File: src/rtl/cpu_pkg.sv
// Shared definitions for the hardwired control unit: opcodes, ALU codes,
// instruction field positions, FSM states and decoded instruction classes.
package cpu_pkg;

    localparam int INSN_W  = 16;
    localparam int OP_MSB  = 15;
    localparam int OP_LSB  = 12;
    localparam int RD_MSB  = 9;
    localparam int RD_LSB  = 8;
    localparam int RS1_MSB = 5;
    localparam int RS1_LSB = 4;
    localparam int RS2_MSB = 1;
    localparam int RS2_LSB = 0;
    localparam int IMM_MSB = 7;
    localparam int IMM_LSB = 0;

    localparam logic [3:0] OP_ADD  = 4'b0000;
    localparam logic [3:0] OP_SUB  = 4'b0001;
    localparam logic [3:0] OP_LOAD = 4'b1000;
    localparam logic [3:0] OP_INC  = 4'b1010;
    localparam logic [3:0] OP_DEC  = 4'b1011;
    localparam logic [3:0] OP_DJNZ = 4'b1110;
    localparam logic [3:0] OP_JMP  = 4'b1111;
    localparam logic [3:0] OP_HLT  = 4'b1100;

    localparam logic [2:0] ALU_ADD = 3'b000;
    localparam logic [2:0] ALU_SUB = 3'b001;

    typedef enum logic [2:0] {
        S_FETCH,
        S_DECODE,
        S_RD1,
        S_RD2,
        S_EXEC,
        S_WB,
        S_HALT
    } state_t;

    typedef enum logic [2:0] {
        CLS_NOP,
        CLS_ALU,
        CLS_LOAD,
        CLS_JMP,
        CLS_HLT
    } insn_class_t;

endpackage

File: src/rtl/cpu_control_unit_if.sv
// Control-unit side of the datapath: instruction ROM, register file and ALU
// signals. The control unit is the master; the datapath blocks are the slave.
interface cpu_control_unit_if #(
    parameter int PC_W   = 8,
    parameter int DATA_W = 8
);
    logic [PC_W-1:0]   pc;
    logic              ir_en;
    logic [15:0]       ir_data;
    logic [1:0]        reg_addr;
    logic              reg_rd;
    logic              reg_wr;
    logic [DATA_W-1:0] reg_din;
    logic [DATA_W-1:0] reg_dout;
    logic [2:0]        alu_opcode;
    logic [DATA_W-1:0] alu_a;
    logic [DATA_W-1:0] alu_b;
    logic [DATA_W-1:0] alu_out;

    modport master (
        output pc, ir_en, reg_addr, reg_rd, reg_wr, reg_din,
               alu_opcode, alu_a, alu_b,
        input  ir_data, reg_dout, alu_out
    );

    modport slave (
        input  pc, ir_en, reg_addr, reg_rd, reg_wr, reg_din,
               alu_opcode, alu_a, alu_b,
        output ir_data, reg_dout, alu_out
    );
endinterface

File: src/rtl/cu_decoder.sv
// Combinational instruction decoder: splits an instruction word into its
// class, register fields, immediate, ALU code and sequencing flags.
module cu_decoder
    import cpu_pkg::*;
(
    input  logic [INSN_W-1:0] ir,
    output insn_class_t       cls,
    output logic [1:0]        rd,
    output logic [1:0]        rs1,
    output logic [1:0]        rs2,
    output logic [7:0]        imm,
    output logic [2:0]        alu_code,
    output logic              needs_rs2,
    output logic              writes_rd,
    output logic              is_branch
);

    logic unused_ir_bits;

    assign rd             = ir[RD_MSB:RD_LSB];
    assign rs1            = ir[RS1_MSB:RS1_LSB];
    assign rs2            = ir[RS2_MSB:RS2_LSB];
    assign imm            = ir[IMM_MSB:IMM_LSB];
    assign unused_ir_bits = ^ir[11:10];

    // Unlisted opcodes fall through to NOP.
    always_comb begin
        cls       = CLS_NOP;
        alu_code  = ALU_ADD;
        needs_rs2 = 1'b0;
        writes_rd = 1'b0;
        is_branch = 1'b0;
        unique case (ir[OP_MSB:OP_LSB])
            OP_ADD: begin
                cls       = CLS_ALU;
                needs_rs2 = 1'b1;
                writes_rd = 1'b1;
            end
            OP_SUB: begin
                cls       = CLS_ALU;
                alu_code  = ALU_SUB;
                needs_rs2 = 1'b1;
                writes_rd = 1'b1;
            end
            OP_LOAD: begin
                cls       = CLS_LOAD;
                writes_rd = 1'b1;
            end
            OP_INC: begin
                cls       = CLS_ALU;
                writes_rd = 1'b1;
            end
            OP_DEC: begin
                cls       = CLS_ALU;
                alu_code  = ALU_SUB;
                writes_rd = 1'b1;
            end
            OP_DJNZ: begin
                cls       = CLS_ALU;
                alu_code  = ALU_SUB;
                writes_rd = 1'b1;
                is_branch = 1'b1;
            end
            OP_JMP: begin
                cls       = CLS_JMP;
                is_branch = 1'b1;
            end
            OP_HLT: cls = CLS_HLT;
            default: cls = CLS_NOP;
        endcase
    end

endmodule

File: src/rtl/cpu_control_unit.sv
// Hardwired multi-cycle control unit: fetch, decode, operand read, execute and
// write-back for the 8-bit processor. Optional CU_INSN_COUNT_EN adds insn_count.
module cpu_control_unit
    import cpu_pkg::*;
#(
    parameter int PC_W   = 8,
    parameter int DATA_W = 8
) (
    input  logic               clk,
    input  logic               rst_n,
    cpu_control_unit_if.master bus,
    output logic               halted
`ifdef CU_INSN_COUNT_EN
    ,
    output logic [15:0]        insn_count
`endif
);

    state_t            state;
    logic [INSN_W-1:0] ir;
    logic [INSN_W-1:0] dec_ir;
    insn_class_t       dec_cls;
    logic [1:0]        dec_rd;
    logic [1:0]        dec_rs1;
    logic [1:0]        dec_rs2;
    logic [7:0]        dec_imm;
    logic [2:0]        dec_alu;
    logic              dec_needs_rs2;
    logic              dec_writes_rd;
    logic              dec_is_branch;

    // In DECODE the word is still on the ROM bus, so decode it directly.
    assign dec_ir = (state == S_DECODE) ? bus.ir_data : ir;

    cu_decoder u_decoder (
        .ir        (dec_ir),
        .cls       (dec_cls),
        .rd        (dec_rd),
        .rs1       (dec_rs1),
        .rs2       (dec_rs2),
        .imm       (dec_imm),
        .alu_code  (dec_alu),
        .needs_rs2 (dec_needs_rs2),
        .writes_rd (dec_writes_rd),
        .is_branch (dec_is_branch)
    );

    always_ff @(posedge clk or negedge rst_n) begin
        if (!rst_n) begin
            state          <= S_FETCH;
            ir             <= '0;
            bus.pc         <= '0;
            bus.ir_en      <= 1'b0;
            bus.reg_addr   <= '0;
            bus.reg_rd     <= 1'b0;
            bus.reg_wr     <= 1'b0;
            bus.reg_din    <= '0;
            bus.alu_opcode <= '0;
            bus.alu_a      <= '0;
            bus.alu_b      <= '0;
            halted         <= 1'b0;
        end else begin
            unique case (state)
                S_FETCH: begin
                    bus.ir_en  <= 1'b1;
                    bus.reg_wr <= 1'b0;
                    state      <= S_DECODE;
                end
                S_DECODE: begin
                    bus.ir_en <= 1'b0;
                    ir        <= bus.ir_data;
                    unique case (dec_cls)
                        CLS_LOAD: state <= S_WB;
                        CLS_JMP: begin
                            bus.pc <= PC_W'(dec_imm);
                            state  <= S_FETCH;
                        end
                        CLS_HLT: begin
                            halted <= 1'b1;
                            state  <= S_HALT;
                        end
                        CLS_ALU: begin
                            bus.reg_addr <= dec_needs_rs2 ? dec_rs1 : dec_rd;
                            bus.reg_rd   <= 1'b1;
                            state        <= S_RD1;
                        end
                        default: begin
                            bus.pc <= bus.pc + PC_W'(1);
                            state  <= S_FETCH;
                        end
                    endcase
                end
                S_RD1: begin
                    bus.alu_a <= bus.reg_dout;
                    if (dec_needs_rs2) begin
                        bus.reg_addr <= dec_rs2;
                        state        <= S_RD2;
                    end else begin
                        bus.alu_b  <= DATA_W'(1);
                        bus.reg_rd <= 1'b0;
                        state      <= S_EXEC;
                    end
                end
                S_RD2: begin
                    bus.alu_b  <= bus.reg_dout;
                    bus.reg_rd <= 1'b0;
                    state      <= S_EXEC;
                end
                S_EXEC: begin
                    bus.alu_opcode <= dec_alu;
                    state          <= S_WB;
                end
                S_WB: begin
                    bus.reg_wr   <= dec_writes_rd;
                    bus.reg_addr <= dec_rd;
                    bus.reg_din  <= (dec_cls == CLS_LOAD) ? DATA_W'(dec_imm) : bus.alu_out;
                    // Only DJNZ reaches write-back with the branch flag set.
                    if (dec_is_branch && (bus.alu_out != '0)) begin
                        bus.pc <= PC_W'(dec_imm);
                    end else begin
                        bus.pc <= bus.pc + PC_W'(1);
                    end
                    state <= S_FETCH;
                end
                S_HALT: state <= S_HALT;
                default: state <= S_FETCH;
            endcase
        end
    end

`ifdef CU_INSN_COUNT_EN
    logic retire;

    // An instruction retires when it leaves WB, or leaves DECODE without needing WB.
    assign retire = (state == S_WB) ||
                    ((state == S_DECODE) && (dec_cls inside {CLS_NOP, CLS_JMP, CLS_HLT}));

    always_ff @(posedge clk or negedge rst_n) begin
        if (!rst_n) begin
            insn_count <= '0;
        end else if (retire) begin
            insn_count <= insn_count + 16'd1;
        end
    end
`endif

endmodule

File: src/flat_wrapper.sv
// flat-port wrapper written by rule: the top's interface ports become plain ports
module cpu_control_unit_flat import cpu_pkg::*;
#(
    parameter int PC_W   = 8,
    parameter int DATA_W = 8
)
  (clk, rst_n, halted, bus_pc, bus_ir_en, bus_reg_addr, bus_reg_rd, bus_reg_wr, bus_reg_din, bus_alu_opcode, bus_alu_a, bus_alu_b, bus_ir_data, bus_reg_dout, bus_alu_out);
  cpu_control_unit_if #(.PC_W(PC_W), .DATA_W(DATA_W)) bus_i ();
  input  logic clk;
  input  logic rst_n;
  output logic halted;
  output wire logic [$bits(bus_i.pc)-1:0] bus_pc;
  output wire logic [$bits(bus_i.ir_en)-1:0] bus_ir_en;
  output wire logic [$bits(bus_i.reg_addr)-1:0] bus_reg_addr;
  output wire logic [$bits(bus_i.reg_rd)-1:0] bus_reg_rd;
  output wire logic [$bits(bus_i.reg_wr)-1:0] bus_reg_wr;
  output wire logic [$bits(bus_i.reg_din)-1:0] bus_reg_din;
  output wire logic [$bits(bus_i.alu_opcode)-1:0] bus_alu_opcode;
  output wire logic [$bits(bus_i.alu_a)-1:0] bus_alu_a;
  output wire logic [$bits(bus_i.alu_b)-1:0] bus_alu_b;
  input wire logic [$bits(bus_i.ir_data)-1:0] bus_ir_data;
  input wire logic [$bits(bus_i.reg_dout)-1:0] bus_reg_dout;
  input wire logic [$bits(bus_i.alu_out)-1:0] bus_alu_out;
  assign bus_pc = bus_i.pc;
  assign bus_ir_en = bus_i.ir_en;
  assign bus_reg_addr = bus_i.reg_addr;
  assign bus_reg_rd = bus_i.reg_rd;
  assign bus_reg_wr = bus_i.reg_wr;
  assign bus_reg_din = bus_i.reg_din;
  assign bus_alu_opcode = bus_i.alu_opcode;
  assign bus_alu_a = bus_i.alu_a;
  assign bus_alu_b = bus_i.alu_b;
  assign bus_i.ir_data = bus_ir_data;
  assign bus_i.reg_dout = bus_reg_dout;
  assign bus_i.alu_out = bus_alu_out;
  cpu_control_unit #(.PC_W(PC_W), .DATA_W(DATA_W)) u_core (.clk(clk), .rst_n(rst_n), .bus(bus_i), .halted(halted));
endmodule
File: config.mk
export PLATFORM = sky130hd
export DESIGN_NAME = cpu_control_unit_flat
export DESIGN_NICKNAME = d
export VERILOG_FILES = /design/src/rtl/cpu_pkg.sv /design/src/rtl/cpu_control_unit_if.sv /design/src/rtl/cu_decoder.sv /design/src/rtl/cpu_control_unit.sv /design/src/flat_wrapper.sv
export SDC_FILE = /design/constraint.sdc
export NUM_CORES = 1
export LEC_CHECK = 0
export ABC_AREA = 1
export CAP_MARGIN = 10
export CORE_UTILIZATION = 53
export DETAILED_ROUTE_END_ITERATION = 8
export PLACE_DENSITY = 0.85
export SLEW_MARGIN = 25
export SYNTH_ARGS = -nofsm -noshare
export SYNTH_HDL_FRONTEND = slang
export SYNTH_SLANG_ARGS = --single-unit
File: constraint.sdc
create_clock -name clk -period 3.58 [get_ports clk]
set_clock_uncertainty 0.1 [all_clocks]
set_input_delay 0.895 -clock clk [delete_from_list [all_inputs] [get_ports clk]]
set_output_delay 0.895 -clock clk [all_outputs]
set_load 0.02 [all_outputs]
* Word level (Yosys, flattened, before mapping) *
Index checks and enable logic that the tools add are counted.

storage, ports and cells
  register bits after elaboration = 60
  output and inout port bits = 41
  logic and storage cells = 80

cells by class
  add/subtract/negate cells = 1
  equal/unequal tests = 21
  muxes and demuxes = 24
  reductions and logical operators = 21

operator list
  operator             number
  $pmux 8 s2           3
  $eq 4x4->1 const B   6
  $mux 8               3
  $pmux 3 s6           1
  $mux 16              1
  $eq 3x2->1 const B   4
  $eq 3x3->1 const B   4
  $pmux 3 s4           1
  $pmux 3 s3           1
  $add 8x1->8 const B  1
  $reduce_bool 2->1    4
  $reduce_bool 8->1    1
  $eq 3x1->1 const B   2
  $mux 1               6
  $mux 2               3
  $ne 2x2->1 const B   3
  $pmux 2 s3           1
  $reduce_and 2->1     3
  $reduce_and 3->1     2
  $reduce_bool 3->1    2
  $reduce_or 3->1      2
  $reduce_or 6->1      1
  $reduce_or 5->1      1
  $eq 4x1->1 const B   1
  other kinds (8)      10

* Depth between registers and ports, before layout *
Gate-level depths: netlist of the first run.

  depth in word-level cells = 9
  depth in mapped cells = 14

* Cells and area by module *
A second synthesis of the first run with hierarchy kept.

unflattened totals
  cell total of the unflattened synthesis = 417
  area total of the unflattened synthesis = 3175.5 um^2

modules (own cells, without submodules)
  module            times used  cells each  area each (um^2)
  cpu_control_unit  1           377         2951.6
  cu_decoder        1           40          224.0

* Worst setup path before layout of the first run *
Ideal clock, no wire load.

  kind = in2reg
  start = in bus_ir_data[13]
  end = reg u_core.bus.pc[3]
  library setup time = 66 ps
  arrival = 1882 ps
  required time = 3414 ps
  slack = 1532 ps
  stages = 10
  path through = nand3b_2 > nand2_8 > nor2_1 > nand2_1 > nand2_2 > nor2_4 > nand3_4 > nand2_4 > nand2_1 > nand2_1

between the ends
  cells in the longest elaborated chain, start to end = 8
  elaborated cells between the ends (all ways) = 24

RTL lines
  item                                                   RTL line                   source
  start: declaration                                     flat_wrapper.sv:21         input wire logic [$bits(bus_i.ir_data)-1:0] bus_ir_data;
  $mux 16 *                                              -
  $eq 4x4->1, or another cell as far along               cu_decoder.sv:33           unique case (ir[OP_MSB:OP_LSB])
  $reduce_or 5->1 (no source line)                       -
  $pmux 3 s4                                             cu_decoder.sv:33
  $eq 3x3->1, or another cell as far along               cpu_control_unit.sv:72     unique case (dec_cls)
  $reduce_or 3->1 (no source line)                       -
  $pmux 8 s2 / $ne 2x2->1 (equally long branches)        -
  $pmux 8 s2 / $reduce_and 2->1 (equally long branches)  -
  end signal: assignment                                 cpu_control_unit.sv:75     bus.pc <= PC_W'(dec_imm);
  end signal: assignment                                 cpu_control_unit.sv:88     bus.pc <= bus.pc + PC_W'(1);
  end signal: assignment                                 cpu_control_unit.sv:119    bus.pc <= PC_W'(dec_imm);
  end: declaration                                       cpu_control_unit_if.sv:21  output pc, ir_en, reg_addr, reg_rd, reg_wr, reg_din,

Every way passes the cells marked *; elsewhere a longest branch is shown, timed or not.
A chain may end at the register's enable or synchronous reset.

* Worst setup path in the final report of the first run *
  start = reg u_core.state[2]
  end = reg u_core.bus.pc[2]

between the ends
  cells in the longest elaborated chain, start to end = 9
  elaborated cells between the ends (all ways) = 27

RTL lines
  item                                                   RTL line                                        source
  start: declaration                                     cpu_control_unit.sv:19                          state_t state;
  start signal: assignment                               cpu_control_unit.sv:50                          state <= S_FETCH;
  start signal: assignment                               cpu_control_unit.sv:67                          state <= S_DECODE;
  start signal: assignment                               cpu_control_unit.sv:73                          CLS_LOAD: state <= S_WB;
  $eq 3x1->1                                             cpu_control_unit.sv:33, cpu_control_unit.sv:63
  $mux 16                                                -
  $eq 4x4->1, or another cell as far along               cu_decoder.sv:33
  $reduce_or 5->1 (no source line)                       -
  $pmux 3 s4                                             cu_decoder.sv:33
  $eq 3x3->1, or another cell as far along               cpu_control_unit.sv:72
  $reduce_or 3->1 (no source line)                       -
  $pmux 8 s2 / $ne 2x2->1 (equally long branches)        -
  $pmux 8 s2 / $reduce_and 2->1 (equally long branches)  -

Several ways; a longest one is shown, not always the timed one.

==> results of run 1 <==
## flip-flops by register name (all words and copies together) (netlist names)
| signal | cells |
|---|---|
| u_core.halted | 1 |
| u_core.state | 3 |
| u_core.bus.reg_addr | 2 |
| u_core.bus.reg_rd | 1 |
| u_core.bus.alu_b | 8 |
| u_core.bus.alu_a | 8 |
| u_core.bus.pc | 8 |
| u_core.ir | 14 |
| u_core.bus.reg_din | 8 |
| u_core.bus.ir_en | 1 |
| u_core.bus.alu_opcode | 1 |
| u_core.bus.reg_wr | 1 |
## kinds of logic after synthesis
kind of cell / count (synthesis) / synth area share [%]
xor gates and xnor gates: 6 / 1.73
DFF: 56 / 46.2
adders and majority gates: 1 / 0.412
buffers and inverters: 61 / 8.49
other: 1 / 0.124
AOI/OAI and AO/OA: 56 / 9.86
and+or+nand+nor: 208 / 33.2
## per-stage QoR
stage	hold WS, ns	setup slack (ns)
floorplan	0.365	1.53
global placement	0.363	0.756
detailed placement	0.370	0.740
CTS	0.395	1.02
global route	0.399	0.713
finish	0.386	0.983
## final cells by class
cell class                 instances  area, um2
clock buffer                       5       68.8
clock inverter                     2       12.5
fill                             450       1660
inverter                          48        180
multi-input combinational        273       1380
sequential                        56       1400
tap                               72       90.1
timing repair buffer              73        718
## worst paths after layout
check | start | to | slack (ns) | cells after the start
max | u_core.state[2] | u_core.bus.pc[2] | 0.98 | 12
min | rst_n | u_core.bus.pc[5] | 0.39 | 1
max reg2reg | u_core.state[2] | u_core.bus.pc[2] | 0.98 | 12
min reg2reg | u_core.halted | u_core.halted | 0.39 | 1
max in group asynchronous | rst_n | u_core.state[1] | 2.16 | 2
min in group clk | u_core.halted | u_core.halted | 0.39 | 1
## power by group through the flow
stage	combinational (mW)	sequential (mW)	clock, mW
final	2.34	1.12	0.332
after global routing	2.59	1.16	0.363
after CTS	2.34	1.12	0.339
after detailed placement	2.32	1.13	0
after global placement	2.25	1.12	0
after floorplan	1.36	1.35	0
## cell usage in the layout, fill, tap and decap left out
cell type and n:
a21oi_1 10, a22oi_1 2, buf_2 1, buf_4 3, clkbuf_8 5, clkdlybuf4s50_1 69
clkinv_1 1, clkinv_2 1, clkinvlp_4 1, conb_1 2, dfrtp_1 56, ha_1 1
inv_1 44, inv_2 3, nand2_1 121, nand2_2 7, nand2_4 4, nand2_8 1
nand3_1 34, nand3_2 3, nand3_4 1, nand3b_1 1, nand3b_2 1, nand4_1 4
nor2_1 12, nor2_2 4, nor2_4 2, nor2_8 1, nor3_1 4, o2111ai_1 2
o21ai_0 36, o21ai_1 4, o21ai_2 1, o21bai_1 1, or2_2 8, xnor2_1 1
xor2_1 5
## per-layer routing
layer / GRT usage (%) / part of all wire (%) / vias up
met4: 11.9 / 1.9 / 0
met2: 40.3 / 48 / 85
met3: 4.82 / 5.7 / 14
met5: 0 / 0 / -
li1: - / - / 1363
met1: 32.1 / 44 / 1312
==> results.yml, run 1 <==
placed_design:
  gp_congestion: 0.865
  place_area_um2: 3770
  dp.cells: 522
  port_buffers: 70
  dp_hpwl_um: 5240
synthesis:
  synth_top_cell_by_area: "dfrtp_1"
  synth_edf_count: 0
  synth-seq-cells: 56
  yosysWarnings: 0
  synth_area_per_cell_um2: 7.80
  ys_types: 36
  synth.area.top_cells: "dfrtp_1, nand2_1, o21ai_0, nand3_1, inv_1"
  synth.top_cell.area_share_pct: 46.2
  ys.flop_type: "dfrtp_1"
  async_flop_share_pct: 100
  post-synth-top-count-cell: "nand2_1"
  netlist_top_cells_count: "nand2_1, dfrtp_1, inv_1"
  ys_seq_area_share_pct: 46.2
  netlist_area_um2: 3030
  synth_cells: 389
sta:
  setup_viol: 0
  tightest_slew_ns: 0.997
  hold_viol_final: 0
  tns_ns: 0
  slew_headroom_pct: 33.1
  min_period_ns: 2.60
  fin_crit_sh_pct: 72.5
  fmaxAchievable_mhz: 385
  slew_violations: 0
  rsz0062_at_grt: "no"
power_and_ir_drop:
  p_leak_nw: 1.91
  p_sw_mw: 1.83
  cellPowerDensity_nw_per_um2: 986
  p_comb_share_pct: 61.7
  p_seq_share_pct: 29.6
  vdd_drop_max_mv: 0.549
  total_power_mw: 3.79
  p_sw_share_pct: 48.3
  intPower_mw: 1.96
  p_clk_share_pct: 8.7
detailed_routing:
  drtIter0Drc: 134
  ant_nets: 0
  wl_per_cell_um: 13.4
  wl_um: 7090
  via_count: 2774
  viasPerCell: 5.24
  first_pass_iters: 4
  drc: 0
cells_and_area:
  final_core_util_pct: 69.9
  final_cells: 529
  areaGrowthSynthToFinish_pct: 26.9
  post-route-cell-area_um2: 3850
  antenna_cells: 0
  drive_gt1_share_pct: 10.3
  final_nets: 492
floorplanning:
  die_w_um: 77.7
  initial_core_util_pct: 55.1
  dieHeight_um: 77.7
  pin_count: 75
  core_area_um2: 5510
  die_area_um2: 6030
  rows: 27
cts:
  postCtsHoldBufs: 0
  cts_sinks: 56
  post_cts_resize_count: 0
  cts.clk_slew.worst_paths_ns: 0.10
  max-clock-path-buffers: 2
  cts_root_buf: "clkbuf_8"
  cts_tree: "built"
  htree_levels: 2
  numCtsBuffers: 5
  worstSkewPairLatency_ns: 0.31
  cts_setup_buffers: 0
worst_setup_path:
  cp.required_ns: 3.69
  path_class: "reg2reg"
  crit_path_top_delay_cell: "dfrtp_1"
  cp.arrival_ns: 2.70
  worst_setup_path_end_kind: "flop"
  path_buf_inv: 2
  cpMostUsedCell: "nand2_1"
  crit_family: "simple AND/OR/NAND/NOR gates"
  cpPeakStageDelay_ns: 0.45
  startpoint_type: "flop"
  worstPathMaxFanout: 20
  crit_chain: "inv_2 > nand3_2 > nand2_1 > nand2_4 > nor2_8 > nand2_1 > inv_1 > nand2_1 > nand3_1 > nand2_1 > nand2_1 > nand2_1"
grt:
  grt_pass1_vias: 2677
  antenna_found_initial: 0
  overflow: 0
  grt_usage_pct: 24.9
  grt_pass1_wl_um: 11900
  grt_max_degree: 42
flow_run:
  maxCapViolCount: 0
status:
  status: "finished, final reports clean"
worst_hold_path:
  hold_path.class: "in2async"
(Power assumes the default switching activity.)
==> run 2: changes to the inputs <==
- CORE_UTILIZATION: 53 -> 45
- PLACE_DENSITY: 0.85 -> 0.77
- clock period: 3.58 -> 2.1 ns (I/O delays scaled with it)
==> run 2 against run 1 <==
Compared with the run above:
- the flow now finishes with violations (DRC)
- clock power rose by 95%
- register-to-register slack got worse by 0.83 ns
- non-clock buffer count rose by 31
- global-route usage fell by 2.8 points
- first-iteration DRC count fell by 21%
- critical path depth fell by 11
- routed wire length rose by 4.5%
- sequential power rose by 71%
- count of clock-buffer cells in the layout did not move
==> results.yml, run 2 (same netlist as run 1, synthesis figures left out) <==
status:
  status: "finished with violations"
  violations: "DRC"
worst_setup_path:
  startpoint_type: "flop"
  path_buf_inv: 1
  worstPathMaxFanout: 6
  cp_num_cells: 1
  reg2reg_depth: 13
  cp-endpoint: "bus_pc[4]"
  crit_path_top_delay_cell: "clkdlybuf4s50_1"
  r2r-start: "u_core.state[1]"
  worst_setup_path_end_kind: "primary output"
  r2r_slack_ns: 0.15
  crit_chain: "clkdlybuf4s50_1"
  cp.required_ns: 1.47
  startpoint: "u_core.bus.pc[4]"
  cp.arrival_ns: 1.42
  cpPeakStageDelay_ns: 0.64
  crit_family: "buffers and inverters"
  path_class: "reg2out"
  r2r_end: "u_core.bus.pc[7]"
cells_and_area:
  antenna_cells: 0
  final_nets: 523
  final_cells: 566
  final_cell_mix: "nand2_1, clkdlybuf4s50_1, dfrtp_1, inv_1, o21ai_0"
  drive_gt1_share_pct: 16.4
  areaGrowthSynthToFinish_pct: 36.8
  fillCellCount: 542
  largest_reg_flops: 14
  layout_commonest_cell: "nand2_1"
  largest-register: "u_core.ir"
power_and_ir_drop:
  intPower_mw: 3.77
  p_seq_share_pct: 27.0
  p_comb_share_pct: 63.8
  vdd_drop_max_mv: 0.824
  p_sw_share_pct: 46.5
  p_leak_nw: 2.09
  p_sw_mw: 3.28
  p_clk_share_pct: 9.2
  cellPowerDensity_nw_per_um2: 1700
sta:
  setup_viol: 0
  hold_viol_final: 0
  min_period_ns: 2.04
  fin_crit_sh_pct: 97.2
  rsz0062_at_grt: "yes"
  setup_slack_ns: 0.0593
  fin_hold_ws_ns: 0.0805
  fmaxAchievable_mhz: 490
  slew_violations: 0
floorplanning:
  initial_core_util_pct: 47.2
  rows: 29
  die_w_um: 84.1
  core_area_um2: 6420
  dieHeight_um: 84.1
  pin_count: 75
  die_area_um2: 7080
detailed_routing:
  via_count: 2839
  first_pass_iters: 7
  drc: 4
  wl_um: 7400
  drtIter0Drc: 106
  ant_nets: 0
  viasPerCell: 5.02
  wl_per_cell_um: 13.1
grt:
  grt_usage_pct: 22.1
  overflow: 0
  grt_max_degree: 57
  antenna_found_initial: 0
  grt_pass1_vias: 2831
  grt_pass1_wl_um: 12700
placed_design:
  dp_hpwl_um: 5570
  port_buffers: 70
  dp.cells: 558
  dp_slack_ns: -0.163
  gp_congestion: 0.825
flow_run:
  maxCapViolCount: 0
cts:
  cts_tree: "built"
  max-clock-path-buffers: 2
  cts_setup_buffers: 0
  htree_levels: 2
  numCtsBuffers: 5
  worstSkewPairLatency_ns: 0.33
  cts_sinks: 56
  cts_root_buf: "clkbuf_8"
  cts.clk_slew.worst_paths_ns: 0.11
worst_hold_path:
  hold_path.class: "in2async"
==> run 2: how the worst min path moves through the flow <==
stage / to / cells after the start / slack (ns)
2_1_floorplan: u_core.bus.alu_a[0] / 0 / 0.13
3_3_place_gp: u_core.bus.reg_rd / 2 / 0.36
3_5_place_dp: u_core.bus.reg_rd / 2 / 0.37
4_1_cts: u_core.bus.alu_a[6] / 2 / 0.08
5_1_grt: u_core.bus.alu_b[3] / 2 / 0.09
6_report: u_core.bus.alu_a[0] / 2 / 0.08
==> run 2: final cells by class <==
class | count | area, um2 | area share (%)
flip-flops and latches | 56 | 1400 | 33.8
clock inverters | 3 | 33.8 | 0.814
clock buffers | 5 | 68.8 | 1.66
multi-input cells | 273 | 1390 | 33.5
well taps | 77 | 96.3 | 2.32
repair buffers | 104 | 978 | 23.6
inverters | 48 | 180 | 4.34
==> run 2: stage by stage <==
stage	TNS [ns]	instance area [um2]	total power, mW	utilization (%)
after floorplan	0	3040	4.62	-
after global placement	-1.30	4030	6.24	62.8
after detailed placement	-2.07	4030	6.38	62.8
after CTS	0	4140	7.05	64.4
after global routing	-0.0256	4150	7.64	64.6
final	0	4150	7.05	64.6
==> run 2: repair_timing <==
| item | CTS | global route |
|---|---|---|
| hold endpoints to repair | 0 | 0 |
| setup endpoints to repair | 0 | 16 |
| gates resized for setup | 0 | 5 |
| hold buffers | 0 | 0 |
==> run 2: power by group through the flow <==
stage / combinational (mW) / clock [mW] / sequential [mW]
final: 4.50 / 0.647 / 1.91
after global routing: 4.98 / 0.701 / 1.96
after CTS: 4.49 / 0.664 / 1.90
after detailed placement: 4.46 / 0 / 1.92
after global placement: 4.35 / 0 / 1.90
after floorplan: 2.33 / 0 / 2.30
==> run 2: per-layer routing <==
metal | vias up | wire, um | global-route usage [%]
met5 | - | 0 | 0
met4 | 0 | 127 | 7.84
met3 | 10 | 283 | 3.76
met2 | 71 | 3670 | 36.8
met1 | 1329 | 3330 | 29.3
li1 | 1429 | - | -
==> run 3: changes to the inputs <==
--- a/config.mk
+++ b/config.mk
@@ -11,2 +11,3 @@
 export DETAILED_ROUTE_END_ITERATION = 8
+export GPL_TIMING_DRIVEN = 0
 export PLACE_DENSITY = 0.77
==> constraint.sdc (replaced) <==
create_clock -name clk -period 2.1 [get_ports clk]
set_clock_uncertainty 0.1 [all_clocks]
set_input_delay 0.42 -clock clk [delete_from_list [all_inputs] [get_ports clk]]
set_output_delay 0.42 -clock clk [all_outputs]
set_load 0.02 [all_outputs]
==> run 3 against run 2 <==
Compared with the run above:
- the flow still finishes with violations (DRC)
- cell count decreased by 1.8%
- total power decreased by 0.84%
- core utilization decreased by 0.88 points
- clock power about the same
- worst hold slack better by 0.31 ns
- sequential share of layout area grew 0.50 points
- routed wire length rose by 6.0%
==> results.yml, run 3 (same netlist as run 1, synthesis figures left out) <==
status:
  status: "finished with violations"
  violations: "DRC"
detailed_routing:
  first_pass_iters: 6
  via_count: 2883
  viasPerCell: 5.19
  ant_nets: 0
  drtIter0Drc: 239
  drc: 4
  wl_um: 7850
  wl_per_cell_um: 14.1
cts:
  cts_sinks: 56
  worstSkewPairLatency_ns: 0.33
  cts.clk_slew.worst_paths_ns: 0.11
  numCtsBuffers: 5
  cts_root_buf: "clkbuf_8"
  htree_levels: 2
  cts_tree: "built"
  max-clock-path-buffers: 2
sta:
  setup_viol: 0
  tns_ns: 0
  slew_headroom_pct: 62.9
  fin_crit_sh_pct: 97.3
  fmaxAchievable_mhz: 490
  hold_viol_final: 0
  tightest_slew_ns: 0.557
  slew_violations: 0
  fin_hold_ws_ns: 0.393
  rsz0062_at_grt: "yes"
  min_period_ns: 2.04
  setup_slack_ns: 0.0573
floorplanning:
  die_area_um2: 7080
  die_w_um: 84.1
  pin_count: 75
  rows: 29
  initial_core_util_pct: 47.2
  dieHeight_um: 84.1
  core_area_um2: 6420
worst_setup_path:
  cp.required_ns: 2.21
  crit_family: "buffers and inverters"
  r2r_slack_ns: 0.06
  worst_setup_path_end_kind: "flop"
  path_buf_inv: 4
  startpoint_type: "flop"
  crit_chain: "inv_4 > nand3_2 > buf_6 > buf_2 > o21ai_0 > inv_1 > o21ai_1 > nand2_1"
  crit_path_top_delay_cell: "dfrtp_2"
  worstPathMaxFanout: 10
  cp.arrival_ns: 2.15
  path_class: "reg2reg"
  cpPeakStageDelay_ns: 0.50
grt:
  grt_pass1_vias: 2726
  grt_pass1_wl_um: 12700
  antenna_found_initial: 0
  grt_max_degree: 30
  overflow: 0
  grt_usage_pct: 22.5
flow_run:
  maxCapViolCount: 0
placed_design:
  dp_hpwl_um: 5530
  gp_congestion: 0.907
  dp_slack_ns: -0.147
  port_buffers: 70
cells_and_area:
  final_cell_mix: "nand2_1, clkdlybuf4s50_1, dfrtp_1, inv_1, nand3_1"
  areaGrowthSynthToFinish_pct: 35.0
  largest_reg_flops: 14
  final_core_util_pct: 63.8
  drive_gt1_share_pct: 15.2
  layout_commonest_cell: "nand2_1"
  largest-register: "u_core.ir"
  final_nets: 513
  antenna_cells: 0
power_and_ir_drop:
  cellPowerDensity_nw_per_um2: 1710
  p_leak_nw: 2.01
  total_power_mw: 6.99
  vdd_drop_max_mv: 0.837
worst_hold_path:
  hold_path.class: "reg2reg"
## run 3: cell count changes in the layout (fill, tap and decap cells not counted), moves of 2 or more
cell      before  now
buf_6          0    2
o21ai_0       35   28
buf_4         32   12
o21ai_1        5   11
nor2_4         3    5
clkbuf_1       0    4
buf_2          1    3
## run 3: metrics by stage
stage | cells | instance area, um2
5_1_grt | 556 | 4100
2_1_floorplan | 390 | 3040
6_report | 556 | 4100
3_3_place_gp | 537 | 3830
3_5_place_dp | 538 | 3850
4_1_cts | 549 | 3980
## run 3: area by class of cell
cell class | count | area, um2
inverters | 48 | 183
plain buffers | 13 | 82.6
clock inverters | 3 | 27.5
fillers | 522 | 2330
flip-flops and latches | 56 | 1400
well taps | 77 | 96.3
repair buffers | 80 | 788
clock buffers | 5 | 68.8
multi-input cells | 274 | 1450
## run 3: worst paths after layout
kind | endpoint | cells after the start | startpoint
setup / recovery | u_core.bus.reg_din[7] | 8 | u_core.state[2]
max in group asynchronous | u_core.ir[7] | 3 | rst_n
hold / removal | u_core.bus.reg_din[2] | 2 | u_core.bus.reg_din[2]
hold reg to reg | u_core.bus.reg_din[2] | 2 | u_core.bus.reg_din[2]
setup reg to reg | u_core.bus.reg_din[7] | 8 | u_core.state[2]
min in group asynchronous | u_core.bus.pc[0] | 2 | rst_n
## run 3: routing by layer
metal	vias up	wire length, um	GRT usage [%]
li1	1410	-	-
met1	1341	3500	30.8
met2	120	3700	36.5
met3	12	502	3.96
met4	0	142	6.90
met5	-	0	0
## run 3: report_power, final
group / leakage [nW] / switching (mW) / total (mW) / internal (mW)
clock: 0.0463 / 0.399 / 0.645 / 0.246
sequential: 0.679 / 0.327 / 1.92 / 1.59
combinational: 1.28 / 2.69 / 4.43 / 1.74
total: 2.01 / 3.41 / 6.99 / 3.58
## run 3: worst min-delay path, stage by stage (launching register included)
cell,delay [ns]
dfrtp_1,0.35
nand2_1,0.05
nand2_1,0.06
## run 3: repair_timing
item	CTS	global route
hold endpoints to repair	27	0
hold buffers	1	0
gates resized for setup	3	24
pin swaps	0	1
setup buffers	2	6
cloned	0	1
setup endpoints to repair	6	28
